**src/rtl/alu_op_arbiter.sv**
```systemverilog
// alu_op_arbiter: two-requester round-robin front end for a shared 4-bit
// operator datapath. One operation is in flight at a time. Multiply takes a
// 4-step shift-add sequence; every other operation finishes in one cycle.
// The result is held on a registered response port until it is consumed.
module alu_op_arbiter #(
  parameter int N_ITER = 4
) (
  input  logic       clk,
  input  logic       rst_n,
  input  logic       req0_valid,
  output logic       req0_ready,
  input  logic [3:0] req0_op,
  input  logic [3:0] req0_a,
  input  logic [3:0] req0_b,
  input  logic       req1_valid,
  output logic       req1_ready,
  input  logic [3:0] req1_op,
  input  logic [3:0] req1_a,
  input  logic [3:0] req1_b,
  output logic       rsp_valid,
  input  logic       rsp_ready,
  output logic       rsp_id,
  output logic [7:0] rsp_result,
  output logic       rsp_err,
  output logic       busy
);

  typedef enum logic [1:0] {
    IDLE = 2'd0,
    MUL  = 2'd1,
    RESP = 2'd2
  } state_t;

  localparam logic [3:0] OP_MUL   = 4'd2;
  localparam logic [1:0] CNT_LAST = 2'(N_ITER - 1);

  // Odd parity of a 4-bit value.
  function automatic logic par4(input logic [3:0] v);
    return ^v;
  endfunction

  // Single-cycle operators; returns {err, result[7:0]}. MUL is not evaluated here.
  function automatic logic [8:0] alu_eval(input logic [3:0] op, input logic [3:0] a,
                                          input logic [3:0] b);
    logic [8:0] r;
    r = 9'd0;
    case (op)
      4'd0:    r = {4'd0, {1'b0, a} + {1'b0, b}};
      4'd1:    r = {4'd0, {1'b0, a} - {1'b0, b}};
      4'd3:    r = {6'd0, (a == b), (a > b), (a < b)};
      4'd4:    r = {8'd0, (|a) & (|b)};
      4'd5:    r = {8'd0, (|a) | (|b)};
      4'd6:    r = {8'd0, par4(a)};
      4'd7:    r = {5'd0, 1'b0, a[3:1]};
      4'd8:    r = {5'd0, a[2:0], 1'b0};
      4'd9:    r = {5'd0, a & b};
      4'd10:   r = {5'd0, a | b};
      4'd11:   r = {5'd0, a ^ b};
      4'd12:   r = {5'd0, ~a};
      4'd13:   r = 9'h100;
      4'd14:   r = 9'h100;
      4'd15:   r = 9'h100;
      default: r = 9'd0;
    endcase
    return r;
  endfunction

  state_t     state_q, state_d;
  logic       last_grant_q, last_grant_d;
  logic       id_q, id_d;
  logic [3:0] a_q, a_d;
  logic [3:0] b_q, b_d;
  logic [7:0] acc_q, acc_d;
  logic [1:0] cnt_q, cnt_d;
  logic       rsp_valid_q, rsp_valid_d;
  logic       rsp_id_q, rsp_id_d;
  logic [7:0] rsp_result_q, rsp_result_d;
  logic       rsp_err_q, rsp_err_d;

  logic       idle_s, grant0_s, grant1_s, fire0_s, fire1_s;
  logic [3:0] sel_op_s, sel_a_s, sel_b_s;
  logic [8:0] eval_s;
  logic [7:0] acc_step_s;

  // Round-robin grant: a lone requester wins, a tie goes opposite the last winner.
  always_comb begin
    idle_s   = (state_q == IDLE);
    grant0_s = req0_valid & (~req1_valid | last_grant_q);
    grant1_s = req1_valid & (~req0_valid | ~last_grant_q);
    fire0_s  = req0_valid & req0_ready;
    fire1_s  = req1_valid & req1_ready;
    if (grant1_s) begin
      sel_op_s = req1_op;
      sel_a_s  = req1_a;
      sel_b_s  = req1_b;
    end else begin
      sel_op_s = req0_op;
      sel_a_s  = req0_a;
      sel_b_s  = req0_b;
    end
    eval_s     = alu_eval(sel_op_s, sel_a_s, sel_b_s);
    acc_step_s = acc_q + (b_q[cnt_q] ? ({4'd0, a_q} << cnt_q) : 8'd0);
  end

  assign req0_ready = rst_n & idle_s & grant0_s;
  assign req1_ready = rst_n & idle_s & grant1_s;
  assign busy       = ~idle_s;
  assign rsp_valid  = rsp_valid_q;
  assign rsp_id     = rsp_id_q;
  assign rsp_result = rsp_result_q;
  assign rsp_err    = rsp_err_q;

  // Next-state logic for accept, multiply sequencing and response handshake.
  always_comb begin
    state_d      = state_q;
    last_grant_d = last_grant_q;
    id_d         = id_q;
    a_d          = a_q;
    b_d          = b_q;
    acc_d        = acc_q;
    cnt_d        = cnt_q;
    rsp_valid_d  = rsp_valid_q;
    rsp_id_d     = rsp_id_q;
    rsp_result_d = rsp_result_q;
    rsp_err_d    = rsp_err_q;
    case (state_q)
      IDLE: begin
        if (fire0_s | fire1_s) begin
          id_d         = fire1_s;
          last_grant_d = fire1_s;
          a_d          = sel_a_s;
          b_d          = sel_b_s;
          if (sel_op_s == OP_MUL) begin
            acc_d   = 8'd0;
            cnt_d   = 2'd0;
            state_d = MUL;
          end else begin
            rsp_result_d = eval_s[7:0];
            rsp_err_d    = eval_s[8];
            rsp_id_d     = fire1_s;
            rsp_valid_d  = 1'b1;
            state_d      = RESP;
          end
        end else begin
          state_d = IDLE;
        end
      end
      MUL: begin
        if (cnt_q == CNT_LAST) begin
          acc_d        = acc_step_s;
          rsp_result_d = acc_step_s;
          rsp_err_d    = 1'b0;
          rsp_id_d     = id_q;
          rsp_valid_d  = 1'b1;
          state_d      = RESP;
        end else begin
          acc_d = acc_step_s;
          cnt_d = cnt_q + 2'd1;
        end
      end
      RESP: begin
        if (rsp_ready) begin
          rsp_valid_d = 1'b0;
          state_d     = IDLE;
        end else begin
          rsp_valid_d = 1'b1;
        end
      end
      default: begin
        rsp_valid_d = 1'b0;
        state_d     = IDLE;
      end
    endcase
  end

  // State and registered outputs; reset discards any in-flight operation.
  always_ff @(posedge clk or negedge rst_n) begin
    if (!rst_n) begin
      state_q      <= IDLE;
      last_grant_q <= 1'b1;
      id_q         <= 1'b0;
      a_q          <= 4'd0;
      b_q          <= 4'd0;
      acc_q        <= 8'd0;
      cnt_q        <= 2'd0;
      rsp_valid_q  <= 1'b0;
      rsp_id_q     <= 1'b0;
      rsp_result_q <= 8'd0;
      rsp_err_q    <= 1'b0;
    end else begin
      state_q      <= state_d;
      last_grant_q <= last_grant_d;
      id_q         <= id_d;
      a_q          <= a_d;
      b_q          <= b_d;
      acc_q        <= acc_d;
      cnt_q        <= cnt_d;
      rsp_valid_q  <= rsp_valid_d;
      rsp_id_q     <= rsp_id_d;
      rsp_result_q <= rsp_result_d;
      rsp_err_q    <= rsp_err_d;
    end
  end

endmodule

```
**config.mk**
```make
export PLATFORM = sky130hd
export DESIGN_NAME = alu_op_arbiter
export DESIGN_NICKNAME = d
export VERILOG_FILES = /design/src/rtl/alu_op_arbiter.sv
export SDC_FILE = /design/constraint.sdc
export NUM_CORES = 1
export LEC_CHECK = 0
export CORE_ASPECT_RATIO = 2
export CORE_MARGIN = 2
export CORE_UTILIZATION = 35
export CTS_CLUSTER_SIZE = 12
export DETAILED_ROUTE_END_ITERATION = 10
export PLACE_DENSITY = 0.56
export SLEW_MARGIN = 15
export SYNTH_ARGS = -nofsm -noshare
export SYNTH_HDL_FRONTEND = slang
export SYNTH_SLANG_ARGS = --single-unit
```
**constraint.sdc**
```tcl
create_clock -name clk -period 2.9 [get_ports clk]
set_input_delay 0.435 -clock clk [delete_from_list [all_inputs] [get_ports clk]]
set_output_delay 0.435 -clock clk [all_outputs]
set_load 0.005 [all_outputs]
```
# ---- Word level (Yosys, flattened, before mapping)
# Index checks and enable logic that the tools add are counted.
dict set report word_totals {
  out_inout_bits 14
  elab_cells 113
  reg_bits 33
  inputBits 29
}
dict set report op_classes {
  eq_ne 25
  addsub 4
  n_shift 1
  magnitude_cmp 3
  n_reduce_logical 13
  bitwise_logic 20
  n_mux 36
}
# operator n
set ops {}
lappend ops {{9-bit one-hot mux with 13 select lines} 1}
lappend ops {{8-bit 2-to-1 mux} 6}
lappend ops {{4-bit equality test, second input constant} 8}
lappend ops {{8-bit one-hot mux with 2 select lines} 2}
lappend ops {{4-bit by 3-bit equality test with 1-bit output, second input constant} 4}
lappend ops {{2-bit 2-to-1 mux} 7}
lappend ops {{4-bit 2-to-1 mux} 3}
lappend ops {{1-bit 2-to-1 mux} 11}
lappend ops {{8-bit adder} 1}
lappend ops {{1-bit AND} 8}
lappend ops {{4-bit by 2-bit equality test with 1-bit output, second input constant} 2}
lappend ops {{2-bit != test, second input constant} 4}
lappend ops {{4-bit AND reduction} 2}
lappend ops {{4-bit OR reduction} 2}
lappend ops {{4-bit by 2-bit << shifter with 8-bit output} 1}
lappend ops {{2-bit one-hot mux with 3 select lines} 1}
lappend ops {{3-bit AND reduction} 2}
lappend ops {{4-bit by 4-bit adder with 5-bit output} 1}
lappend ops {{4-bit by 4-bit subtractor with 5-bit output} 1}
lappend ops {{4-bit AND} 1}
lappend ops {{2-bit equality test, second input constant} 2}
lappend ops {{4-bit by 1-bit equality test with 1-bit output, second input constant} 1}
lappend ops {{4-bit equality test} 1}
lappend ops {{4-bit > comparator} 1}
lappend ops {{20 further kinds} 29}

# ---- Depth between registers and ports, before layout
# Gate-level depths: netlist of run 1.
dict set report depth {
  depth_word 10
  mapped_depth 14
  depth_no_buf 11
}

# ---- Least setup slack after synthesis of run 1
# OpenSTA, ideal clock, no wires.
dict set report synth_path {
  path_type {register to register}
  from {register last_grant_q}
  to {register rsp_result_q[1], in the netlist rsp_result[1]}
  path_buffers 3
  t_arrival_ns 3.031
  stages_incl_launch_ff 15
  required_ns 2.813
  period_less_slack_ns 3.118
  setup_time_ns 0.087
  path_slack_ns -0.218
  cell_sequence {dfstp_2 > a21bo_4 > buf_12 > buf_6 > buf_4 > mux2i_1 > inv_1 > ha_1 > inv_1 > fa_1 > nor3_1 > a31oi_1 > a2111oi_0 > a2111oi_2 > a22oi_1}
}
dict set report synth_between {
  word_cells_on_any_way 44
  classes_between {2 x add/sub; 1 x order compare; 17 x eq/ne; 7 x mux; 14 x bitwise; 3 x reduce/logical}
}
# element line_no
set synth_rtl {}
lappend synth_rtl {{from (decl)} 69} ;# logic last_grant_q, last_grant_d;
lappend synth_rtl {{from (signal assigned)} 192} ;# last_grant_q <= last_grant_d;
lappend synth_rtl {{1-bit inverter (*)} 89} ;# grant1_s = req1_valid & (~req0_valid | ~last_grant_q);
lappend synth_rtl {{1-bit bitwise OR (*)} 89}
lappend synth_rtl {{1-bit AND (*)} 89}
lappend synth_rtl {{4-bit 2-to-1 mux (*)} 92} ;# if (grant1_s) begin
lappend synth_rtl {{net sel_b_s[0]} 81} ;# logic [3:0] sel_op_s, sel_a_s, sel_b_s;
lappend synth_rtl {{4-bit by 4-bit subtractor with 5-bit output (tied with other cells)} 49} ;# 4'd1: r = {4'd0, {1'b0, a} - {1'b0, b}};
lappend synth_rtl {{9-bit one-hot mux with 13 select lines (*)} 47} ;# case (op)
lappend synth_rtl {{8-bit 2-to-1 mux (*)} 133} ;# if (sel_op_s == OP_MUL) begin
lappend synth_rtl {{8-bit 2-to-1 mux (*)} 128} ;# if (fire0_s | fire1_s) begin
lappend synth_rtl {{8-bit one-hot mux with 2 select lines (*)} 126} ;# case (state_q)
lappend synth_rtl {{to (signal assigned)} 200} ;# rsp_result_q <= rsp_result_d;
lappend synth_rtl {{to (decl)} 77} ;# logic [7:0] rsp_result_q, rsp_result_d;
# The timed path passes the listed nets; every way through them passes the cells marked *. The select of a mux whose other input is x is not followed.
# A chain may end at the register's enable or synchronous reset.

# ---- Worst setup path after layout of run 1
dict set report layout_path {
  from {register last_grant_q}
  to {register rsp_result_q[0], in the netlist rsp_result[0]}
}
dict set report layout_between {
  elab_chain_cells 10
  word_cells_on_any_way 49
  classes_between {2 x add/sub; 1 x order compare; 17 x eq/ne; 7 x mux; 16 x bitwise; 6 x reduce/logical}
}
# element line_no
set layout_lines {}
lappend layout_lines {{1-bit inverter (*)} 89}
lappend layout_lines {{1-bit bitwise OR (*)} 89}
lappend layout_lines {{1-bit AND (*)} 89}
lappend layout_lines {{4-bit 2-to-1 mux (*)} 92}
lappend layout_lines {{net sel_a_s[2]} 81}
lappend layout_lines {{parallel branches: the longest is 2 deep, another holds 4-bit less-than comparator} n/a}
lappend layout_lines {{9-bit one-hot mux with 13 select lines (*)} 47}
lappend layout_lines {{8-bit 2-to-1 mux (*)} 133}
lappend layout_lines {{8-bit 2-to-1 mux (*)} 128}
lappend layout_lines {{8-bit one-hot mux with 2 select lines (*)} 126}
# Mark *: on every way through the listed nets, which the timed path passes. The select of a mux whose other input is x is not followed.

==> key figures, run 1 <==
Global route
  • Global Route Usage Sum: 23.54%
  • First-pass GRT wire length: around 18 mm
  • Antenna violations before repair: 0
  • Number of global-route vias before repair: 3330
  • Pin count of the biggest net entering global routing: 34
  • Overflow after GRT: 0

Pwr
  • Leak: a little under 2 nW
  • Power Density: roughly 750 nW/µm²
  • Clock power share: between 20% and 30%
  • Combinational share of power: about 54%
  • Net Sw Frac: between 30% and 40%
  • Sequential cell fraction of total power: 24.7%
  • Total chip power: 3.246 mW
  • VDD IR max: 0.0002659 V
  • Sw power: approximately 1.2 mW
  • Internal Power: between 2 and 2.5 mW

Logic synthesis
  • Synth area leader: dfrtp_1
  • Synth top area cells: dfrtp_1, ha_1, mux2i_1, a21oi_1, o21ai_0
  • Mapped Nets: just over 400
  • Mapped cell area: 3152 µm²
  • Post-synth EDFFs: 0
  • Fraction of registers with async set/reset: between 90% and 100%
  • Synthesized flop and latch total: 33
  • Synth top area share: 25.41%
  • Yosys Warn Count: 0
  • Netlist cell types: 73
  • Commonest cells post-synth: dfrtp_1, nand2_1, a21oi_1, nor2_1, ha_1
  • Syn Area/Cell: 8.853 µm²
  • Post-Synthesis Cells: about 360
  • Top FF cell, synth: dfrtp_1
  • Sequential-to-total area share from yosys stat: 26.24%
  • Most numerous cell in the Yosys netlist: dfrtp_1

CTS
  • Max Buffers Root-to-Sink: 2
  • TritonCTS clock tree: built
  • CTS sink cnt: 33
  • Total CTS buffers: 5
  • H-tree levels: 2
  • Clk pin slew, worst setup/hold paths: around 0.05 ns
  • Clock Root Buffer: clkbuf_16
  • Worst skew pair latency: between 0.2 and 0.3 ns

STA
  • Final hold vios: 0
  • Fmax achieved: 353.6 MHz
  • Slew @ Worst Pin: roughly 0.58 ns
  • Crit path time final: roughly 2.8 ns
  • Final setup vio count: 0
  • Setup TNS: 0 ns
  • Final worst slack: 0.07159 ns
  • Slew margin rel.: a little over 60%
  • Slew Viols, Final: 0
  • Fin Clk Skew: roughly 0.0028 ns
  • RSZ-0062 raised after global routing: true
  • Hold Slack: roughly 0.48 ns
  • Final period utilization: 97.53%

Die
  • Die area: about 9800 µm²
  • Starting density of the core: between 30 and 40%
  • Die W: between 70 and 80 µm
  • I/O pin total: 43
  • Cell Rows: 49
  • Die Y: approximately 140 µm
  • Core area: approximately 9000 µm²

Final layout
  • Layout fillers: 904
  • Post-Layout Cell Count: between 500 and 600
  • Post-layout util: about half
  • Fin area: 4325 µm²
  • Area of the multi-input gates: about 2200 µm²
  • Area growth, synth to finish: 37.24%
  • Reg area: 827.0 µm²
  • Post-layout net count: 506
  • Antenna Cells: 0
  • Layout cells sized above 1: approximately a quarter

Placed design
  • Area post-placement: about 4100 µm²
  • Number of port buffers: 42
  • Placed cell count: approximately 540
  • Dpl ws: -0.3212 ns
  • Dpl hpwl: roughly 9.2 mm
  • GPL Wtd Cong: 0.9353

Drt
  • Iteration-0 DRC count of the detailed router: 177
  • DRC: 0
  • Vias: 3196
  • Initial DRT Pass Iterations: 4
  • Antenna viol nets, final: 0
  • Routed WL: roughly 11 mm
  • Avg WL per Cell: around 20 µm
  • Vias per cell: 5.759

Hold path
  • Hold WC Path Type: reg2reg
  • Hold_sp: id_q$_DFFE_PN0P_

Setup path
  • Setup crit end kind: register
  • WP data required: about 3.1 ns
  • Crit start category: register
  • Critical Path Source: last_grant_q$_DFFE_PN1P_
  • RR Startpoint: last_grant_q$_DFFE_PN1P_
  • Kind of critical path: reg2reg
  • Arrival time of the worst setup path: a little over 3 ns
  • Worst-path maximum fanout: 7

Outcome
  • Status: completed

Job
  • Max-Cap Viols: 0
[final cells by class]
| class | count | area share (%) |
|---|---|---|
| multi-input cells | 284 | 50.51 |
| inverters | 20 | 1.736 |
| repair buffers | 108 | 21.29 |
| well taps | 102 | 2.951 |
| flip-flops and latches | 33 | 19.12 |
| clock buffers | 5 | 2.893 |
| clock inverters | 3 | 1.504 |
[logic make-up (layout without fill, tap and decap cells)]
logic type	count (synthesis)	after routing	share of synthesized area (%)
AND/OR/NAND/NOR	116	116	19.93
AO/OA/AOI/OAI	101	101	22.39
buffers and inverters	39	136	5.637
flip-flops	33	33	26.24
multiplexers	32	32	12.39
adder cells (fa/ha/maj)	25	25	10.64
XOR/XNOR	10	10	2.779
[placed cells by master (no fill, tap or decap), types with 7 or more instances in the layout]
| cell type | count |
|---|---|
| a21oi_1 | 24 |
| buf_4 | 66 |
| clkdlybuf4s50_1 | 40 |
| dfrtp_1 | 32 |
| ha_1 | 21 |
| inv_1 | 19 |
| mux2_2 | 8 |
| mux2i_1 | 12 |
| nand2_1 | 25 |
| nand2b_1 | 7 |
| nand3_1 | 8 |
| nor2_1 | 23 |
| nor4_1 | 10 |
| o21ai_0 | 21 |
[critical path, cell delays in order (launching register included)]
cell and delay, ns:
dfstp_2 0.57, a21bo_4 0.23, buf_4 0.14, mux2i_1 0.19
buf_4 0.17, inv_1 0.06, ha_1 0.23, o311a_1 0.40
nor4_1 0.35, a31oi_1 0.07, a31o_1 0.26, nand3_1 0.09
[flip-flops by register name (all words and copies together) (netlist names)]
name and count:
state_q 2, acc_q 8, rsp_valid 1, a_q 4, b_q 4, last_grant_q 1, cnt_q 2, rsp_result 8
rsp_id 1, id_q 1, rsp_err 1
[routing by layer]
| layer | share of wire, % | vias to the layer above | global-route usage (%) |
|---|---|---|---|
| met5 | 0 | - | 0 |
| met4 | 8.2 | 0 | 18.07 |
| met3 | 1.8 | 41 | 2.041 |
| met2 | 57 | 84 | 44.12 |
| met1 | 33 | 1552 | 22.45 |
| li1 | - | 1519 | - |
[power groups by stage]
stage / Clock (mW) / Combinational, mW / Sequential (mW)
6_report: 0.689 / 1.76 / 0.801
5_1_grt: 0.723 / 1.92 / 0.829
3_5_place_dp: 0 / 1.73 / 0.808
3_3_place_gp: 0 / 1.71 / 0.801
4_1_cts: 0.705 / 1.74 / 0.801
2_1_floorplan: 0 / 1.13 / 0.758
[path summary, 6_finish.rpt]
| check | to | slack [ns] | cells after the start |
|---|---|---|---|
| max | rsp_result[0]$_DFFE_PN0P_ | 0.07 | 11 |
| min | id_q$_DFFE_PN0P_ | 0.48 | 1 |
| max reg2reg | rsp_result[0]$_DFFE_PN0P_ | 0.07 | 11 |
| min reg2reg | id_q$_DFFE_PN0P_ | 0.48 | 1 |
| max in group asynchronous | last_grant_q$_DFFE_PN1P_ | 1.97 | 2 |
| min in group asynchronous | state_q[1]$_DFFE_PN0P_ | 0.60 | 2 |
[timing repair]
| action | in CTS | in global routing |
|---|---|---|
| hold buffers | 0 | 0 |
| buffers inserted | 0 | 5 |
| resized for setup | 1 | 4 |
| setup endpoints to repair | 2 | 3 |
| pin swaps | 2 | 7 |
Power figures use the tool's default switching activity.
==> inputs of run 2 (changes only) <==
--- a/config.mk
+++ b/config.mk
@@ -11,6 +11,7 @@
 export CTS_CLUSTER_SIZE = 12
 export DETAILED_ROUTE_END_ITERATION = 10
 export PLACE_DENSITY = 0.56
+export RECOVER_POWER = 50
 export SLEW_MARGIN = 15
 export SYNTH_ARGS = -nofsm -noshare
 export SYNTH_HDL_FRONTEND = slang
==> key figures, run 2 (synthesis gave the netlist of run 1 again) <==
Outcome
  • Status: complete, but fails checks
  • Failing checks: max-capacitance violations, max-slew violations

STA
  • Crit path time final: 2.828 ns (+0.00003150 ns)
  • Hold Slack: 0.4827 ns (-0.001182 ns)
  • Slew margin rel.: -16.27% (-77 points)
  • RSZ-0062 raised after global routing: true
  • Fmax achieved: 353.6 MHz (about the same)
  • Setup TNS: 0 ns (unchanged)
  • Final hold vios: 0 (unchanged)
  • Slew Viols, Final: 34 (+34)
  • Final setup vio count: 0 (unchanged)
  • Slew @ Worst Pin: 1.744 ns (+1.168 ns)
  • Fin Clk Skew: 0.002843 ns (+0.00001752 ns)
  • Final period utilization: 97.53% (about the same)

Drt
  • Antenna viol nets, final: 0 (unchanged)
  • Vias: 3201 (+0.16%)
  • Met3 WL post-DR: 195 µm (-1.0%)
  • Routed WL: 11.15 mm (+0.14%)
  • Iteration-0 DRC count of the detailed router: 177 (unchanged)
  • Max layer used: met4
  • Vias per cell: 5.768 (+0.16%)
  • DRC: 0 (unchanged)
  • M1 wire length: 3.673 mm (+0.19%)
  • Initial DRT Pass Iterations: 4 (unchanged)
  • Met2 Wirelength: 6.359 mm (+0.17%)
  • Avg WL per Cell: 20.08 µm (+0.14%)

CTS
  • Clk pin slew, worst setup/hold paths: 0.05 ns (about the same)
  • TritonCTS clock tree: built
  • Clock Root Buffer: clkbuf_16
  • Max Buffers Root-to-Sink: 2 (unchanged)
  • H-tree levels: 2 (unchanged)
  • CTS sink cnt: 33 (unchanged)
  • Hold_buf cts: 0 (unchanged)
  • Worst skew pair latency: 0.28 ns (about the same)
  • Total CTS buffers: 5 (unchanged)

Setup path
  • CP top delay family: compound AO/OA/AOI/OAI gates
  • Internal reg-to-reg setup slack: 0.07 ns (about the same)
  • Arrival time of the worst setup path: 3.04 ns (about the same)
  • WP data required: 3.12 ns (about the same)
  • Crit path cell chain: a21bo_4 -> buf_4 -> mux2i_1 -> buf_4 -> inv_1 -> ha_1 -> o311a_1 -> nor4_1 -> a31oi_1 -> a31o_1 -> nand3_1
  • Crit-path max cell delay: 0.57 ns (about the same)
  • Worst-path maximum fanout: 7 (unchanged)
  • CP max-delay cell: dfstp_2
  • Crit-path most repeated cell: buf_4
  • Crit start category: register
  • RR Startpoint: last_grant_q$_DFFE_PN1P_
  • Worst reg2reg endpoint: rsp_result[0]$_DFFE_PN0P_
  • Kind of critical path: reg2reg
  • Worst reg2reg path depth: 11 (unchanged)
  • Setup crit end kind: register
  • CP bufs+invs: 3 (unchanged)
  • Critical Path Source: last_grant_q$_DFFE_PN1P_

Die
  • Die area: 9826 µm² (unchanged)
  • Core area: 8890 µm² (unchanged)
  • Die Y: 138.2 µm (unchanged)
  • Cell Rows: 49 (unchanged)
  • I/O pin total: 43 (unchanged)
  • Die W: 71.10 µm (unchanged)
  • Starting density of the core: 35.45% (unchanged)

Final layout
  • Layout cells sized above 1: 23.84% (-0.22 points)
  • Area growth, synth to finish: 37.12% (about the same)
  • Antenna Cells: 0 (unchanged)
  • Post-layout util: 48.61% (about the same)
  • Post-Layout Cell Count: 555 (unchanged)
  • Highest-count cells in the layout ignoring fill and taps: buf_4, clkdlybuf4s50_1, dfrtp_1
  • Commonest non-fill, non-tap cell in the layout: buf_4
  • Post-layout net count: 506 (unchanged)

Placed design
  • Dpl hpwl: 9.217 mm (unchanged)
  • Number of port buffers: 42 (unchanged)
  • Placed cell count: 542 (unchanged)
  • GPL Wtd Cong: 0.9353 (unchanged)

Hold path
  • Hold_sp: rsp_id$_DFFE_PN0P_
  • Worst Hold Depth: 2 (+1)
  • Hold WC Path Type: reg2reg
  • WHS Endpoint: rsp_id$_DFFE_PN0P_

Global route
  • Pin count of the biggest net entering global routing: 34 (unchanged)
  • Antenna violations before repair: 0 (unchanged)
  • Overflow after GRT: 0 (unchanged)
  • Global Route Usage Sum: 23.54% (unchanged)
  • First-pass GRT wire length: 17.64 mm (unchanged)
  • Number of global-route vias before repair: 3330 (unchanged)

Pwr
  • Total chip power: 3.240 mW (-0.19%)
  • VDD IR max: 0.0002661 V (about the same)
  • Leak: 1.955 nW (+0.16%)
  • Power Density: 749.7 nW/µm² (-0.10%)

Job
  • Max-Cap Viols: 1 (+1)
run 2: cell types whose count changed in the layout (fill, tap and decap cells not counted), sizes merged:
cell / delta
buf: -1
clkbuf: +1
clkdlybuf4s50: -5
dlygate4sd3: +5
run 2: how the worst max path moves through the flow:
| stage | end | slack [ns] | depth (start not counted) |
|---|---|---|---|
| 2_1_floorplan | rsp_result[1]$_DFFE_PN0P_ | -0.06 | 14 |
| 3_3_place_gp | rsp_result[2]$_DFFE_PN0P_ | -0.25 | 11 |
| 3_5_place_dp | rsp_result[1]$_DFFE_PN0P_ | -0.32 | 12 |
| 4_1_cts | rsp_result[1]$_DFFE_PN0P_ | 0.04 | 12 |
| 5_1_grt | rsp_result[1]$_DFFE_PN0P_ | -0.06 | 11 |
| 6_report | rsp_result[0]$_DFFE_PN0P_ | 0.07 | 11 |
run 2: layout make-up:
cell class	count	area, µm²
well taps	102	127.6
clock buffers	5	125.1
fillers	904	4568
repair buffers	108	917.1
multi-input cells	284	2185
flip-flops and latches	33	827.0
clock inverters	3	65.06
inverters	20	75.07
run 2: metrics by stage:
stage	instance area (µm²)	worst slack (ns)
after floorplan	3187	-0.06090
after global placement	4079	-0.2501
after detailed placement	4079	-0.3212
after CTS	4270	0.03630
after global routing	4322	-0.05604
final	4322	0.07156
run 2: worst reg2reg max path, delay by kind of cell (launching register included):
| family | cells | cell delay, ns |
|---|---|---|
| AOI/OAI and AO/OA | 4 | 0.96 |
| DFF | 1 | 0.57 |
| and+or+nand+nor | 2 | 0.45 |
| buffers and inverters | 3 | 0.37 |
| adders and majority gates | 1 | 0.23 |
| muxes | 1 | 0.19 |
run 2: report_power, final:
part           total [mW]  leakage (nW)  internal [mW]  switching (mW)
sequential          0.801         0.404          0.640           0.161
clock               0.690        0.0938          0.490           0.200
combinational        1.75          1.46          0.869           0.879
run 2: per-layer routing:
metal	vias up	global-route usage, %
li1	1520	-
met1	1562	22.45
met2	78	44.12
met3	41	2.041
met4	0	18.07
met5	-	0
run 2: what timing repair did:
item                                    4_1_cts  5_1_grt
pin swaps                                     2        7
endpoints found under the setup margin        2        3
setup buffers                                 0        5
gates resized for setup                       1        4
==> inputs of run 3 (changes only) <==
--- a/config.mk
+++ b/config.mk
@@ -7,10 +7,11 @@
 export LEC_CHECK = 0
 export CORE_ASPECT_RATIO = 2
 export CORE_MARGIN = 2
-export CORE_UTILIZATION = 35
+export CORE_UTILIZATION = 51
 export CTS_CLUSTER_SIZE = 12
 export DETAILED_ROUTE_END_ITERATION = 10
-export PLACE_DENSITY = 0.56
+export HOLD_SLACK_MARGIN = 0.06
+export PLACE_DENSITY = 0.77
 export RECOVER_POWER = 50
 export SLEW_MARGIN = 15
 export SYNTH_ARGS = -nofsm -noshare
==> key figures, run 3 (synthesis gave the netlist of run 1 again) <==
Pwr
  • Power Density: 735.0 nW/µm² (-2.0%)
  • VDD IR max: 0.0003321 V (+25%)
  • Leak: 1.900 nW (-2.8%)

STA
  • Final setup vio count: 0 (unchanged)
  • Slew @ Worst Pin: 1.750 ns (+0.005855 ns)
  • Slew Viols, Final: 34 (unchanged)
  • Final hold vios: 0 (unchanged)
  • Final period utilization: 95.12% (-2.4 points)
  • Final worst slack: 0.1416 ns (+0.07006 ns)
  • Slew margin rel.: -16.67% (-0.39 points)
  • Fin Clk Skew: 0.004056 ns (+0.001213 ns)
  • Crit path time final: 2.758 ns (-0.07006 ns)
  • Fmax achieved: 362.5 MHz (+2.5%)

CTS
  • H-tree levels: 2 (unchanged)
  • Worst skew pair latency: 0.28 ns (about the same)
  • Total CTS buffers: 5 (unchanged)
  • Clock Root Buffer: clkbuf_16
  • Max Buffers Root-to-Sink: 2 (unchanged)
  • Clk pin slew, worst setup/hold paths: 0.05 ns (about the same)
  • TritonCTS clock tree: built
  • CTS sink cnt: 33 (unchanged)
  • Hold_buf cts: 0 (unchanged)

Setup path
  • Worst-path maximum fanout: 6 (-1)
  • Arrival time of the worst setup path: 2.91 ns (-0.13 ns)
  • WP data required: 3.05 ns (-0.07 ns)
  • Crit start category: register
  • Kind of critical path: reg2reg
  • Setup crit end kind: register

Global route
  • First-pass GRT wire length: 16.17 mm (-8.3%)
  • Pin count of the biggest net entering global routing: 34 (unchanged)
  • Number of global-route vias before repair: 3320 (-0.30%)
  • Global Route Usage Sum: 31.89% (+8.3 points)
  • Overflow after GRT: 0 (unchanged)
  • Antenna violations before repair: 0 (unchanged)

Die
  • Cell Rows: 40 (-18%)
  • Die area: 6863 µm² (-30%)
  • Core area: 6006 µm² (-32%)
  • Die W: 59.59 µm (-16%)
  • I/O pin total: 43 (unchanged)
  • Die Y: 115.2 µm (-17%)
  • Starting density of the core: 52.48% (+17 points)

Final layout
  • Fin area: 4180 µm² (-3.3%)
  • Highest-count cells in the layout ignoring fill and taps: buf_4, clkdlybuf4s50_1, dfrtp_1
  • Area growth, synth to finish: 32.63%
  • Commonest non-fill, non-tap cell in the layout: buf_4
  • Antenna Cells: 0 (unchanged)
  • Layout cells sized above 1: 22.75% (-1.1 points)
  • Post-layout net count: 497 (-1.8%)
  • Post-Layout Cell Count: 507 (-8.6%)
  • Layout fillers: 504 (-44%)

Hold path
  • Hold WC Path Type: reg2reg

Drt
  • Vias: 3152 (-1.5%)
  • Initial DRT Pass Iterations: 4 (unchanged)
  • Vias per cell: 6.217 (+7.8%)
  • Avg WL per Cell: 20.35 µm (+1.3%)
  • DRC: 0 (unchanged)
  • Routed WL: 10.32 mm (-7.4%)
  • Antenna viol nets, final: 0 (unchanged)
  • Iteration-0 DRC count of the detailed router: 211 (+19%)

Placed design
  • GPL Wtd Cong: 0.9777 (+4.5%)
  • Dpl ws: -0.3249 ns (-0.003646 ns)
  • Dpl hpwl: 8.449 mm (-8.3%)
  • Area post-placement: 3978 µm² (-2.5%)
  • Placed cell count: 496 (-8.5%)
  • Number of port buffers: 42 (unchanged)

Outcome
  • Failing checks: max-capacitance violations, max-slew violations
  • Status: complete, but fails checks

Job
  • Max-Cap Viols: 1 (unchanged)
run 3: cell count changes in the layout (fill, tap and decap cells not counted), moves of 2 or more:
| cell | before | now |
|---|---|---|
| bufinv_16 | 2 | 0 |
| dlygate4sd3_1 | 5 | 7 |
| buf_4 | 65 | 55 |
| clkdlybuf4s50_1 | 35 | 33 |
run 3: report_power, final:
group	internal, mW	leakage, nW	switching (mW)
Combinational	0.872	1.43	0.897
Sequential	0.641	0.404	0.157
Clock	0.314	0.0696	0.191
run 3: final cells by class:
| cell class | count | area (µm²) | share of cell area (%) |
|---|---|---|---|
| clock buffers | 5 | 125.1 | 2.993 |
| clock inverters | 3 | 17.52 | 0.4190 |
| inverters | 20 | 75.07 | 1.796 |
| multi-input cells | 284 | 2207 | 52.80 |
| flip-flops and latches | 33 | 827.0 | 19.78 |
| well taps | 63 | 78.83 | 1.886 |
| repair buffers | 99 | 849.6 | 20.32 |
run 3: stage by stage:
| step | utilization, % | hold WS, ns | setup TNS (ns) | power, mW |
|---|---|---|---|---|
| finish | 69.60 | 0.4823 | 0 | 3.072 |
| global route | 69.60 | 0.5106 | -0.009515 | 3.282 |
| CTS | 68.73 | 0.4820 | 0 | 3.048 |
| detailed placement | 66.23 | 0.4705 | -1.087 | 2.529 |
| global placement | 66.23 | 0.4619 | -0.9582 | 2.473 |
| floorplan | - | 0.1394 | -0.06090 | 1.890 |
run 3: critical path, cell delays in order, from the launching register on:
cell and delay [ns]:
dfstp_2 0.59, a21bo_4 0.23, buf_4 0.15, mux2i_4 0.28
ha_1 0.28, nor2b_1 0.14, o311a_1 0.33, o211ai_1 0.20
a21oi_1 0.10, a2111oi_2 0.21, a22oi_1 0.11
run 3: layer usage:
metal / wire [µm] / up-vias / GRT usage, %
met2: 5780 / 87 / 58.32
met1: 3495 / 1525 / 30.84
li1: - / 1498 / -
met3: 215 / 42 / 1.912
met5: 0 / - / 0
met4: 826 / 0 / 26.07
run 3: final timing paths:
check	start	end	slack, ns	cells past startpoint
min reg2reg	id_q$_DFFE_PN0P_	id_q$_DFFE_PN0P_	0.48	1
min	id_q$_DFFE_PN0P_	id_q$_DFFE_PN0P_	0.48	1
max in group asynchronous	rst_n	acc_q[4]$_DFFE_PN0P_	0.69	2
min in group asynchronous	rst_n	rsp_result[6]$_DFFE_PN0P_	1.19	2
max reg2reg	last_grant_q$_DFFE_PN1P_	rsp_result[1]$_DFFE_PN0P_	0.14	10
max	last_grant_q$_DFFE_PN1P_	rsp_result[1]$_DFFE_PN0P_	0.14	10
run 3: repair_timing:
| item | in CTS | in global routing |
|---|---|---|
| pin swaps | 1 | 6 |
| endpoints found under the setup margin | 1 | 5 |
| setup buffers | 0 | 3 |
| endpoints found under the hold margin | 0 | 0 |
| resized for setup | 2 | 7 |
